--- src/rtl/alu_seq.sv ---
// Sequenced ALU controller: queues {op, a, b, d, last} commands, reads two RAM
// operands, starts the ALU, waits for its result with a timeout, and writes the
// result back to RAM. SYNC commands only mark the end of a sequence.
module alu_seq #(
    parameter int unsigned WID   = 256,
    parameter int unsigned AWID  = 5,
    parameter int unsigned DEPTH = 8,
    parameter int unsigned TMO   = 255
) (
    input  logic            clk,
    input  logic            rst,
    input  logic            cmd_vld,
    input  logic [1:0]      cmd_op,
    input  logic [AWID-1:0] cmd_a,
    input  logic [AWID-1:0] cmd_b,
    input  logic [AWID-1:0] cmd_d,
    input  logic            cmd_last,
    output logic            cmd_rdy,
    input  logic            clr_err,
    output logic [AWID-1:0] ramra,
    output logic [WID-1:0]  ramwd,
    output logic [AWID-1:0] ramwa,
    output logic            ramwe,
    output logic            aen,
    output logic [1:0]      aop,
    input  logic [WID-1:0]  adi,
    input  logic            adivld,
    output logic            busy,
    output logic            seqdone,
    output logic            seqerr
);

    localparam int unsigned PW = (DEPTH > 1) ? $clog2(DEPTH) : 1;
    localparam int unsigned CW = $clog2(DEPTH + 1);
    localparam int unsigned TW = (TMO > 1) ? $clog2(TMO + 1) : 1;
    localparam logic [1:0] OpSync = 2'd3;

    typedef struct packed {
        logic [1:0]      op;
        logic [AWID-1:0] a;
        logic [AWID-1:0] b;
        logic [AWID-1:0] d;
        logic            last;
    } cmd_t;

    typedef enum logic [2:0] {StIdle, StRdA, StRdB, StIssue, StWait, StWb} state_e;

    cmd_t            mem_q [DEPTH];
    cmd_t            cur_q, cur_d, cmd_in;
    state_e          state_q, state_d;
    logic [PW-1:0]   wr_ptr_q, wr_ptr_d, rd_ptr_q, rd_ptr_d;
    logic [CW-1:0]   cnt_q, cnt_d;
    logic [TW-1:0]   tmo_q, tmo_d;
    logic            seqerr_q, seqerr_d;
    logic [AWID-1:0] ramra_q, ramra_d, ramwa_q, ramwa_d;
    logic [WID-1:0]  ramwd_q, ramwd_d;
    logic            ramwe_q, ramwe_d, aen_q, aen_d, seqdone_q, seqdone_d;
    logic [1:0]      aop_q, aop_d;
    logic            empty, full, push, pop, timeout;

    assign cmd_in  = '{op: cmd_op, a: cmd_a, b: cmd_b, d: cmd_d, last: cmd_last};
    assign empty   = (cnt_q == '0);
    assign full    = (cnt_q == CW'(DEPTH));
    assign cmd_rdy = !full && !seqerr_q;
    assign push    = cmd_vld && cmd_rdy;
    assign pop     = (state_q == StIdle) && !empty;
    // TMO-th consecutive WAIT cycle without a result
    assign timeout = (state_q == StWait) && !adivld && (tmo_q == TW'(TMO - 1));

    // Next-state logic for the queue, sequencer and registered outputs
    always_comb begin
        state_d   = state_q;
        cur_d     = cur_q;
        tmo_d     = tmo_q;
        ramra_d   = ramra_q;
        ramwd_d   = ramwd_q;
        ramwa_d   = ramwa_q;
        aop_d     = aop_q;
        ramwe_d   = 1'b0;
        aen_d     = 1'b0;
        seqdone_d = 1'b0;
        wr_ptr_d  = wr_ptr_q + PW'(push);
        rd_ptr_d  = rd_ptr_q + PW'(pop);
        cnt_d     = cnt_q + CW'(push) - CW'(pop);
        seqerr_d  = clr_err ? 1'b0 : seqerr_q;

        unique case (state_q)
            StIdle: begin
                if (!empty) begin
                    cur_d = mem_q[rd_ptr_q];
                    if (mem_q[rd_ptr_q].op == OpSync) begin
                        state_d   = StWb;
                        seqdone_d = mem_q[rd_ptr_q].last;
                    end else begin
                        state_d = StRdA;
                        ramra_d = mem_q[rd_ptr_q].a;
                    end
                end
            end
            StRdA: begin
                state_d = StRdB;
                ramra_d = cur_q.b;
            end
            StRdB: begin
                state_d = StIssue;
                aen_d   = 1'b1;
                aop_d   = cur_q.op;
            end
            StIssue: begin
                state_d = StWait;
                tmo_d   = '0;
            end
            StWait: begin
                if (adivld) begin
                    state_d   = StWb;
                    ramwd_d   = adi;
                    ramwe_d   = 1'b1;
                    ramwa_d   = cur_q.d;
                    seqdone_d = cur_q.last;
                end else if (timeout) begin
                    // Abandon the op and drop everything queued behind it
                    state_d  = StIdle;
                    seqerr_d = 1'b1;
                    wr_ptr_d = '0;
                    rd_ptr_d = '0;
                    cnt_d    = '0;
                end else begin
                    tmo_d = tmo_q + 1'b1;
                end
            end
            StWb: state_d = StIdle;
            default: state_d = StIdle;
        endcase
    end

    // Queue storage; contents need no reset since occupancy gates every read
    always_ff @(posedge clk) begin
        if (push) begin
            mem_q[wr_ptr_q] <= cmd_in;
        end
    end

    // State and registered outputs with synchronous reset
    always_ff @(posedge clk) begin
        if (rst) begin
            state_q   <= StIdle;
            cur_q     <= '0;
            wr_ptr_q  <= '0;
            rd_ptr_q  <= '0;
            cnt_q     <= '0;
            tmo_q     <= '0;
            seqerr_q  <= 1'b0;
            ramra_q   <= '0;
            ramwd_q   <= '0;
            ramwa_q   <= '0;
            ramwe_q   <= 1'b0;
            aen_q     <= 1'b0;
            aop_q     <= '0;
            seqdone_q <= 1'b0;
        end else begin
            state_q   <= state_d;
            cur_q     <= cur_d;
            wr_ptr_q  <= wr_ptr_d;
            rd_ptr_q  <= rd_ptr_d;
            cnt_q     <= cnt_d;
            tmo_q     <= tmo_d;
            seqerr_q  <= seqerr_d;
            ramra_q   <= ramra_d;
            ramwd_q   <= ramwd_d;
            ramwa_q   <= ramwa_d;
            ramwe_q   <= ramwe_d;
            aen_q     <= aen_d;
            aop_q     <= aop_d;
            seqdone_q <= seqdone_d;
        end
    end

    assign ramra   = ramra_q;
    assign ramwd   = ramwd_q;
    assign ramwa   = ramwa_q;
    assign ramwe   = ramwe_q;
    assign aen     = aen_q;
    assign aop     = aop_q;
    assign seqdone = seqdone_q;
    assign seqerr  = seqerr_q;
    assign busy    = (state_q != StIdle) || !empty;

endmodule

--- config.mk ---
export PLATFORM = sky130hd
export DESIGN_NAME = alu_seq
export DESIGN_NICKNAME = d
export VERILOG_FILES = /design/src/rtl/alu_seq.sv
export SDC_FILE = /design/constraint.sdc
export NUM_CORES = 1
export LEC_CHECK = 0
export ABC_CLOCK_PERIOD_IN_PS = 2940
export CORE_AREA = 8 8 209 211
export DETAILED_ROUTE_END_ITERATION = 16
export DIE_AREA = 0 0 217 219
export PLACE_DENSITY = 0.84
export SLEW_MARGIN = 5
export SYNTH_ARGS = -nofsm -noshare
export SYNTH_HDL_FRONTEND = slang
export SYNTH_SLANG_ARGS = --single-unit
export TNS_END_PERCENT = 100
--- constraint.sdc ---
create_clock -name clk -period 2.94 [get_ports clk]
set_clock_uncertainty 0.15 [all_clocks]
set_input_delay 0.294 -clock clk [delete_from_list [all_inputs] [get_ports clk]]
set_output_delay 0.294 -clock clk [all_outputs]
set_load 0.02 [all_outputs]
# Yosys cells after proc, flatten, opt, wreduce, memory -nomap -nowiden
# Memory sizes are Yosys's and may differ from the RTL's. A register that Yosys moved wholly into a read port is not among the register bits.
# Cells that the tools add are included.
[word_totals] regBits=306 ramBits=144 wordCells=91 n_memories=1
[mem_list] name="mem_q" depth=8 word_bits=18 rd=1 rd_ports_with_merged_regs=1 write_ports=1 line="48" source="cmd_t mem_q [DEPTH];"
[classes] n_addsub=5 eq_ne=12 muxes=33 bitwise_logic=2 reduce_logical=21
[ops] cell="3-bit two-way mux" n=11
[ops] cell="8-bit two-way mux" n=2
[ops] cell="8-bit case mux with 2 select lines" n=1
[ops] cell="3-bit case mux with 5 select lines" n=1
[ops] cell="4-bit two-way mux" n=3
[ops] cell="1-bit two-way mux" n=11
[ops] cell="5-bit two-way mux" n=2
[ops] cell="5-bit case mux with 2 select lines" n=1
[ops] cell="8-bit by 1-bit adder with 8-bit output, second input constant" n=1
[ops] cell="8-bit == test, second input constant" n=1
[ops] cell="2-bit inequality test, second input constant" n=4
[ops] cell="3-bit by 1-bit adder with 3-bit output" n=2
[ops] cell="3-bit by 2-bit == test with 1-bit output, second input constant" n=2
[ops] cell="2-bit AND reduction" n=3
[ops] cell="3-bit AND reduction" n=2
[ops] cell="1-bit logical AND" n=5
[ops] cell="4-bit by 1-bit adder with 4-bit output" n=1
[ops] cell="4-bit == test, second input constant" n=1
[ops] cell="1-bit zero test" n=4
[ops] cell="4-bit zero test" n=1
[ops] cell="2-bit nonzero test" n=2
[ops] cell="4-bit by 1-bit subtractor with 4-bit output" n=1
[ops] cell="3-bit by 1-bit == test with 1-bit output, second input constant" n=1
[ops] cell="3-bit == test, second input constant" n=1
[ops] cell="8 further kinds" n=9

# Logic depth before layout (Yosys ltp)
# Gate-level depths: netlist (run 1).
[logic_depth] ltp_word=9 ltp_mapped=13 depth_no_buf=12

# Worst setup path before layout (run 1)
# Ideal clock, no wire load.
[synth_path] path_kind="reg2reg" startpoint="register cnt_q[2]" endpoint="memory mem_q[0][0] (netlist bit) (enable)" t_arrival_ns=2.525 required_ns=2.374 slack_ns=-0.151 path_stages_with_launch=8 synth_period_minus_slack_ns=3.091 path_cell_list="dfxtp_1 > inv_1 > ha_1 > a21oi_1 > nand2_1 > inv_1 > nand2b_1 > nor3_1"
[synth_via] elab_chain_cells=6
[synth_rtl] item="from (decl)" line="52" source="logic [CW-1:0] cnt_q, cnt_d;"
[synth_rtl] item="from (signal assigned)" line="165" source="cnt_q <= cnt_d;"
[synth_rtl] item="4-bit == test" line="63" source="assign full = (cnt_q == CW'(DEPTH));"
[synth_rtl] item="1-bit zero test" line="64" source="assign cmd_rdy = !full && !seqerr_q;"
[synth_rtl] item="1-bit logical AND" line="64"
[synth_rtl] item="named net cmd_rdy" line="18" source="output logic cmd_rdy,"
[synth_rtl] item="1-bit logical AND" line="65" source="assign push = cmd_vld && cmd_rdy;"
[synth_rtl] item="1-bit two-way mux" line="138" source="if (push) begin"
[synth_rtl] item="1-bit two-way mux (not written as such)" line="139" source="mem_q[wr_ptr_q] <= cmd_in;"
[synth_rtl] item="to (decl)" line="48"
# The timed path passes the listed nets, and every way through them passes these cells.

# Final worst setup path (run 1)
[layout_path] startpoint="register cnt_q[2]" endpoint="register cnt_q[2]"
[layout_via] elab_chain_cells=9 elab_cells_between_ends=12
[layout_rtl] item="4-bit == test" line="63"
[layout_rtl] item="1-bit zero test" line="64"
[layout_rtl] item="1-bit logical AND" line="64"
[layout_rtl] item="1-bit logical AND" line="65"
[layout_rtl] item="4-bit by 1-bit adder with 4-bit output" line="84" source="cnt_d = cnt_q + CW'(push) - CW'(pop);"
[layout_rtl] item="4-bit by 1-bit subtractor with 4-bit output *" line="84"
[layout_rtl] item="4-bit two-way mux" line="120" source="end else if (timeout) begin"
[layout_rtl] item="4-bit two-way mux" line="114" source="if (adivld) begin"
[layout_rtl] item="4-bit two-way mux *" line="87" source="unique case (state_q)"
# Every way passes the cells marked *; elsewhere a longest branch is shown, timed or not.
# A chain may end at the register's enable or synchronous reset.

==> Implementation_results.wiki, run 1 <==
{| class="wikitable"
! Metric !! Value
|-
| # port buffers || 552
|-
| Leak pwr || between 8 and 9 nW
|-
| Family with the most delay on the worst path || adder cells
|-
| Count of different cell masters after synthesis || 45
|-
| Clock share of power || between 30% and 40%
|-
| Setup slack at placement || roughly 0.25 ns
|-
| Part of the total power dissipated in sequential elements || between 40% and 50%
|-
| Cell count after synthesis || 1601
|-
| Overall routed net length || around 55 mm
|-
| P_int || between 10 and 15 mW
|-
| Final worst setup slack || between 0.2 and 0.25 ns
|-
| Net Count, Synth || about 1900
|-
| Routed via count || 13910
|-
| Least-Margin Pin Slew || around 1.0 ns
|-
| EDFF count, synth || 144
|-
| Peak clock frequency supported by timing || 0.3714 GHz
|-
| Most common cell after layout, fill and taps aside || sky130_fd_sc_hd__nand2_1
|-
| Final Hold Slack || 0.08989 ns
|-
| Proportion of power drawn by combinational gates || 25.1%
|-
| Clock latency of the later-clocked register in the worst-skew pair || around 0.59 ns
|-
| H-tree levels || 2
|-
| Area delta synth->final || 46.51%
|-
| Cell chain of the critical path || inv_1 > ha_1 > or3b_2 > nand2_1 > clkinv_1 > ha_1 > inv_1 > ha_1 > inv_1 > fa_1 > xor2_1 > nor2_1
|-
| DRC Markers || 0
|-
| Number of buffers added to fix hold violations after cts || 0
|-
| Switching Fraction || 30.00%
|-
| Critical Path Max Stage Delay || approximately 0.47 ns
|-
| Fraction of registers with async set or reset after synthesis || 0%
|-
| Rows || 74
|-
| HPWL after detailed placement || around 38 mm
|-
| Antenna-violating nets left || 0
|-
| Average cell area after synthesis || 10.24 um2
|-
| CTS root buf || sky130_fd_sc_hd__clkbuf_16
|-
| Xor and xnor area share after synthesis || less than 1%
|-
| Count of maximum capacitance violations || 0
|-
| CP Capture Type || flop
|-
| Largest cells by area after synthesis || sky130_fd_sc_hd__dfxtp_1 (37%), sky130_fd_sc_hd__edfxtp_1 (26%), sky130_fd_sc_hd__nand2_1 (13%)
|-
| Required time reported for the critical path endpoint || roughly 3.2 ns
|-
| Hold Path Class || in2reg
|-
| FILL cells || between 3000 and 4000
|-
| Data arrival, critical path || between 2 and 3 ns
|-
| Number of buffers on the longest clock path || 3
|-
| Crit Path Category || reg2reg
|-
| Post-Synthesis Cell Area || 16400 um2
|-
| Count of endpoints failing setup in the final report || 0
|-
| Number of global-route vias before repair || about 14000
|-
| Core region area || 40370 um2
|-
| Clock tree from TritonCTS || built
|-
| Top flip-flop cell by instance count after synthesis || sky130_fd_sc_hd__dfxtp_1
|-
| Result of the run || completed
|-
| Number of buffers added for setup after CTS || 0
|-
| Sw power || ~5.3 mW
|-
| Simple-gate share of the synthesized area || around 16%
|-
| Clock Pin Slew Worst Setup and Hold Paths || ~0.060 ns
|-
| Antenna violations before repair || 5
|-
| Maximum VDD drop || about 0.54 mV
|-
| Number of ports placed on the die boundary || ~550
|-
| Sum Neg Setup Slack || 0 ns
|-
| Synth Area in Compound Gates || under 10%
|-
| Violation count after the first detailed-route iteration || approximately 1300
|-
| Pwr Density || 741.5 nW/um2
|-
| Number of resized instances in the post-cts repair step || 0
|-
| Time the final worst path needs with I/O delays and setup || about 2.7 ns
|-
| Final hold viol count || 0
|-
| Proportion of layout cells with a drive suffix above 1 || under 10%
|-
| Die width || ~220 um
|-
| Most area-hungry cell type in the Yosys netlist || sky130_fd_sc_hd__dfxtp_1
|-
| Max transition margin || 31.61%
|-
| Per-cell via count in the routed design || about 5.2
|-
| GRT overflow || 0
|-
| Post-synthesis mux area share || under 10%
|-
| Top cell type's share of synthesized area || between 30% and 40%
|-
| Critical path buffer and inverter count || 4
|-
| Die height || 219 um
|-
| Clock buffers created by TritonCTS || 46
|-
| Initial standard-cell utilization of the core || between 40% and 50%
|-
| RSZ-0062 raised after global routing || no
|-
| Placed cells || approximately 2600
|-
| Sequential element share of the synthesized area || a little under two thirds
|-
| Adder-cell share of the synthesized area || slightly above 1%
|-
| Average wire length per cell after detail routing || 20.33 um
|-
| Final cell count without fillers || 2691
|-
| Main combinational cell family by area after synthesis || simple AND/OR/NAND/NOR gates
|-
| Maximum fanout along the worst path || 3
|-
| Number of sinks driven by the clock tree || 450
|-
| GR Util All Layers || about 22%
|-
| Slew Limit Fails || 0
|-
| Number of nets at the end of the flow || between 2000 and 2500
|-
| Yosys reg bits || 450
|-
| Most frequent cells in the layout || sky130_fd_sc_hd__nand2_1 (572), sky130_fd_sc_hd__clkdlybuf4s50_1 (551), sky130_fd_sc_hd__dfxtp_1 (305), sky130_fd_sc_hd__a21oi_1 (272), sky130_fd_sc_hd__edfxtp_1 (144)
|-
| Die ar. || 47520 um2
|-
| Final weighted congestion in routability-driven placement || between 0.9 and 1
|-
| Final period utilization || 91.58%
|-
| Max stage delay cell, worst path || sky130_fd_sc_hd__or3b_2
|-
| Maximum number of pins on one net before global-route repair || 136
|-
| Yosys warns || 0
|-
| Startpoint Class || flop
|-
| Wire length of the first global-routing pass || roughly 80 mm
|-
| Detailed Routing Iterations Pass 1 || 6
|}
[sequential cells by signal, summed over array words and instances (netlist names)]
signal	count
ramwd	256
mem_q	144
cur_q	13
tmo_q	8
ramra	5
ramwa	5
cnt_q	4
rd_ptr_q	3
state_q	3
wr_ptr_q	3
aop	2
aen	1
ramwe	1
seqdone	1
seqerr	1
[worst paths after layout]
kind / from / end / slack, ns / depth (start not counted)
worst min register to register: ramwd[101]$_SDFFE_PP0P_ / ramwd[101]$_SDFFE_PP0P_ / 0.30 / 2
worst max-delay path: cnt_q[2]$_SDFF_PP0_ / cnt_q[2]$_SDFF_PP0_ / 0.25 / 12
worst max register to register: cnt_q[2]$_SDFF_PP0_ / cnt_q[2]$_SDFF_PP0_ / 0.25 / 12
worst min-delay path: rst / seqerr$_SDFF_PP0_ / 0.09 / 2
[cells in the mapped netlist (all sizes together) (2+ instances only)]
| library cell | count |
|---|---|
| a211oi | 2 |
| a21o | 2 |
| a21oi | 272 |
| a311oi | 12 |
| and2 | 7 |
| and3 | 2 |
| buf | 43 |
| clkbuf | 66 |
| dfxtp | 306 |
| edfxtp | 144 |
| ha | 12 |
| inv | 14 |
| mux2 | 6 |
| mux2i | 6 |
| mux4 | 36 |
| nand2 | 573 |
| nand2b | 5 |
| nand3 | 12 |
| nand4 | 6 |
| nor2 | 29 |
| nor3 | 7 |
| nor3b | 3 |
| o211ai | 2 |
| o21ai | 6 |
| o311ai | 6 |
| or3 | 5 |
| xnor2 | 4 |
[logic make-up after synthesis]
kind of cell,count (synthesis)
simple gates,655
flops,450
compound gates,306
buf+inv,124
mux,48
fa+ha+maj,13
xor+xnor,5
[final cells by class]
cell class	count	area, um2	share of cell area (%)
flip-flops and latches	450	10450	43.51
repair buffers	581	5859	24.39
multi-input cells	1027	5426	22.59
clock buffers	62	1271	5.292
well taps	532	665.6	2.771
clock inverters	22	286.5	1.193
inverters	15	56.30	0.2344
diodes	2	5.005	0.02083
[power groups by stage]
stage / sequential (mW) / clock [mW] / combinational [mW]
detailed placement: 7.50 / 0 / 4.45
global placement: 7.46 / 0 / 4.30
finish: 7.38 / 5.96 / 4.47
CTS: 7.38 / 6.11 / 4.50
floorplan: 7.86 / 0 / 2.13
global route: 7.44 / 6.35 / 4.81
[routing by layer]
metal | GRT usage, % | part of all wire (%)
met1 | 23.10 | 35
met2 | 37.89 | 51
met3 | 6.333 | 8.3
met4 | 11.56 | 5.5
met5 | 0 | 0.049
[stage by stage]
stage                     area [um2]  power, mW  util [%]
after global placement         22460      11.77     55.63
after CTS                      24020      17.99     59.49
final                          24020      17.81     59.51
after floorplan                16410      9.989         -
after global routing           24020      18.60     59.50
after detailed placement       22460      11.95     55.63
Note: power is estimated with default switching activity, not from simulation.
==> run 2, diff against run 1 <==
CAP_MARGIN = 10   (was unset)
CORE_AREA = 8 8 206 208   (was 8 8 209 211)
DIE_AREA = 0 0 214 216   (was 0 0 217 219)
DONT_BUFFER_PORTS = 1   (was unset)
PLACE_DENSITY = 0.67   (was 0.84)
==> Implementation_results.wiki, run 2 (synthesized netlist as in run 1, its figures left out) <==
{| class="wikitable"
! Metric !! Value
|-
| Max transition margin || 36.76% (+5.1 points)
|-
| DRC Markers || 0 (unchanged)
|-
| Pwr Density || 794.2 nW/um2 (+7.1%)
|-
| FF/Latch Area || 10450 um2 (unchanged)
|-
| Most frequent cells in the layout || sky130_fd_sc_hd__nand2_1 (572), sky130_fd_sc_hd__dlygate4sd3_1 (384), sky130_fd_sc_hd__dfxtp_1 (305), sky130_fd_sc_hd__a21oi_1 (272), sky130_fd_sc_hd__edfxtp_1 (144)
|-
| Final cell count without fillers || 2529 (-6.0%)
|-
| Initial standard-cell utilization of the core || 41.84% (+1.2 points)
|-
| Switching Fraction || 30.50% (+0.51 points)
|-
| Maximum number of pins on one net before global-route repair || 174 (+28%)
|-
| Maximum VDD drop || 0.5517 mV (+2.4%)
|-
| Number of nets at the end of the flow || 2248 (-6.8%)
|-
| Violation count after the first detailed-route iteration || 1862 (+44%)
|-
| Area delta synth->final || 36.89%
|-
| Rows || 73 (-1.4%)
|-
| Final core area utilization || 57.28% (-2.2 points)
|-
| Antenna-violating nets left || 0 (unchanged)
|-
| Final hold viol count || 0 (unchanged)
|-
| Setup slack at placement || 0.3311 ns (+0.08409 ns)
|-
| Final worst setup slack || 0.2505 ns (+0.003050 ns)
|-
| Number of global-route vias before repair || 13710 (-1.8%)
|-
| Placement-stage cell area || 16890 um2 (-25%)
|-
| Placed cells || 2047 (-21%)
|-
| Number of buffers on the longest clock path || 3 (unchanged)
|-
| Final period utilization || 91.48% (-0.10 points)
|-
| Slew Limit Fails || 0 (unchanged)
|-
| GR Util All Layers || 24.53% (+3.0 points)
|-
| Required time reported for the critical path endpoint || 3.32 ns (+0.10 ns)
|-
| Core region area || 39180 um2 (-2.9%)
|-
| Most common cell after layout, fill and taps aside || sky130_fd_sc_hd__nand2_1
|-
| Proportion of layout cells with a drive suffix above 1 || 7.519% (+0.84 points)
|-
| Number of sinks driven by the clock tree || 450 (unchanged)
|-
| Count of endpoints failing setup in the final report || 0 (unchanged)
|-
| Die height || 216 um (-1.4%)
|-
| Average wire length per cell after detail routing || 23.92 um (+18%)
|-
| Clock buffers created by TritonCTS || 47 (+2.2%)
|-
| Sum Neg Setup Slack || 0 ns (unchanged)
|-
| Number of resized instances in the post-cts repair step || 0 (unchanged)
|-
| Least-Margin Pin Slew || 0.9354 ns (-0.07613 ns)
|-
| Per-cell via count in the routed design || 5.509 (+6.6%)
|-
| Die width || 214 um (-1.4%)
|-
| FILL cells || 3046 (-3.6%)
|-
| Peak clock frequency supported by timing || 0.3718 GHz (+0.11%)
|-
| Result of the run || completed
|-
| Part of the total power dissipated in sequential elements || 45.0% (+3.6 points)
|-
| Area taken by multi-input logic gates || 5426 um2 (unchanged)
|-
| CTS root buf || sky130_fd_sc_hd__clkbuf_16
|-
| Number of ports placed on the die boundary || 553 (unchanged)
|-
| RSZ-0062 raised after global routing || no
|-
| Clock share of power || 35.6% (+2.1 points)
|-
| Clock latency of the later-clocked register in the worst-skew pair || 0.60 ns (about the same)
|-
| Clock tree from TritonCTS || built
|-
| Maximum fanout along the worst path || 19 (+16)
|-
| Overall routed net length || 60.48 mm (+11%)
|-
| Wire length of the first global-routing pass || 87.25 mm (+8.6%)
|-
| Final weighted congestion in routability-driven placement || 0.9541 (+5.5%)
|-
| Proportion of power drawn by combinational gates || 19.4% (-5.7 points)
|-
| GRT overflow || 0 (unchanged)
|-
| Hold Path Class || in2reg
|-
| Count of maximum capacitance violations || 0 (unchanged)
|-
| Antenna violations before repair || 17 (+12)
|-
| Post-layout instance area || 22440 um2 (-6.6%)
|-
| Leak pwr || 8.064 nW (about the same)
|-
| P_int || 12.39 mW (-0.66%)
|-
| Detailed Routing Iterations Pass 1 || 6 (unchanged)
|-
| # port buffers || 0 (-100%)
|-
| Die ar. || 46220 um2 (-2.7%)
|-
| Crit Path Category || reg2reg
|-
| HPWL after detailed placement || 37.77 mm (-1.6%)
|-
| Data arrival, critical path || 3.07 ns (+0.10 ns)
|-
| CP Capture Type || flop
|-
| Clock Pin Slew Worst Setup and Hold Paths || 0.06 ns (about the same)
|-
| Routed via count || 13930 (+0.19%)
|-
| H-tree levels || 2 (unchanged)
|-
| Time the final worst path needs with I/O delays and setup || 2.690 ns (-0.003050 ns)
|-
| Startpoint Class || flop
|-
| Sw power || 5.437 mW (+1.8%)
|-
| Max FFs per register || 256 (unchanged)
|}
## run 2: cell count changes in the layout (fill, tap and decap cells not counted), sizes merged
| cell | delta |
|---|---|
| diode | +7 |
| clkdlybuf4s50 | -551 |
| buf | +2 |
| inv | +1 |
| clkbuf | -3 |
| dlygate4sd3 | +384 |
| clkinvlp | +4 |
| clkinv | -2 |
| bufinv | +3 |
## run 2: worst max-delay path, cell delays in order, from the launching register on
cell and delay (ns):
sky130_fd_sc_hd__dfxtp_1 0.45, sky130_fd_sc_hd__nor3b_4 0.24, sky130_fd_sc_hd__and2_4 0.36, sky130_fd_sc_hd__nand2_1 0.09, sky130_fd_sc_hd__dlygate4sd3_1 0.56, sky130_fd_sc_hd__a21oi_1 0.16
sky130_fd_sc_hd__dlygate4sd3_1 0.60
## run 2: worst paths after layout
kind | from | to | slack (ns) | cells after the start
worst min-delay path | adivld | ramwd[238]$_SDFFE_PP0P_ | 0.06 | 4
worst min register to register | tmo_q[6]$_SDFFE_PP0P_ | tmo_q[6]$_SDFFE_PP0P_ | 0.32 | 2
worst max-delay path | state_q[2]$_SDFFE_PP0P_ | ramwd[255]$_SDFFE_PP0P_ | 0.25 | 6
worst max register to register | state_q[2]$_SDFFE_PP0P_ | ramwd[255]$_SDFFE_PP0P_ | 0.25 | 6
## run 2: metrics by stage
step	hold WS [ns]	total power [mW]
finish	0.06280	17.82
global route	0.05909	18.56
CTS	0.01519	17.83
detailed placement	0.2433	10.80
global placement	0.2433	10.70
floorplan	0.2429	9.989
## run 2: timing repair
action / in CTS / in global routing
buffers inserted: 0 / 0
hold buffers: 385 / 0
endpoints found under the setup margin: 0 / 0
hold endpoints to repair: 450 / 0
## run 2: area by class of cell
type	count	area share [%]
clock buffer	60	5.681
clock inverter	28	1.711
antenna	9	0.1003
inverter	15	0.2509
multi-input combinational	1027	24.18
sequential	450	46.57
timing repair buffer	415	18.59
tap	525	2.927
## run 2: power groups by stage
stage          Combinational (mW)  Sequential, mW  Clock (mW)
4_1_cts                      3.39            8.00        6.43
3_3_place_gp                 2.58            8.12           0
5_1_grt                      3.80            8.07        6.69
2_1_floorplan                2.13            7.86           0
3_5_place_dp                 2.67            8.14           0
6_report                     3.45            8.02        6.35
## run 2: metal layers
layer  vias up  GRT usage [%]  wire (um)
met5         -              0         65
met2       859          37.64      27150
met3       241          10.71       7041
met1      6666          27.70      22160
li1       6157              -          -
met4        10          15.90       4059
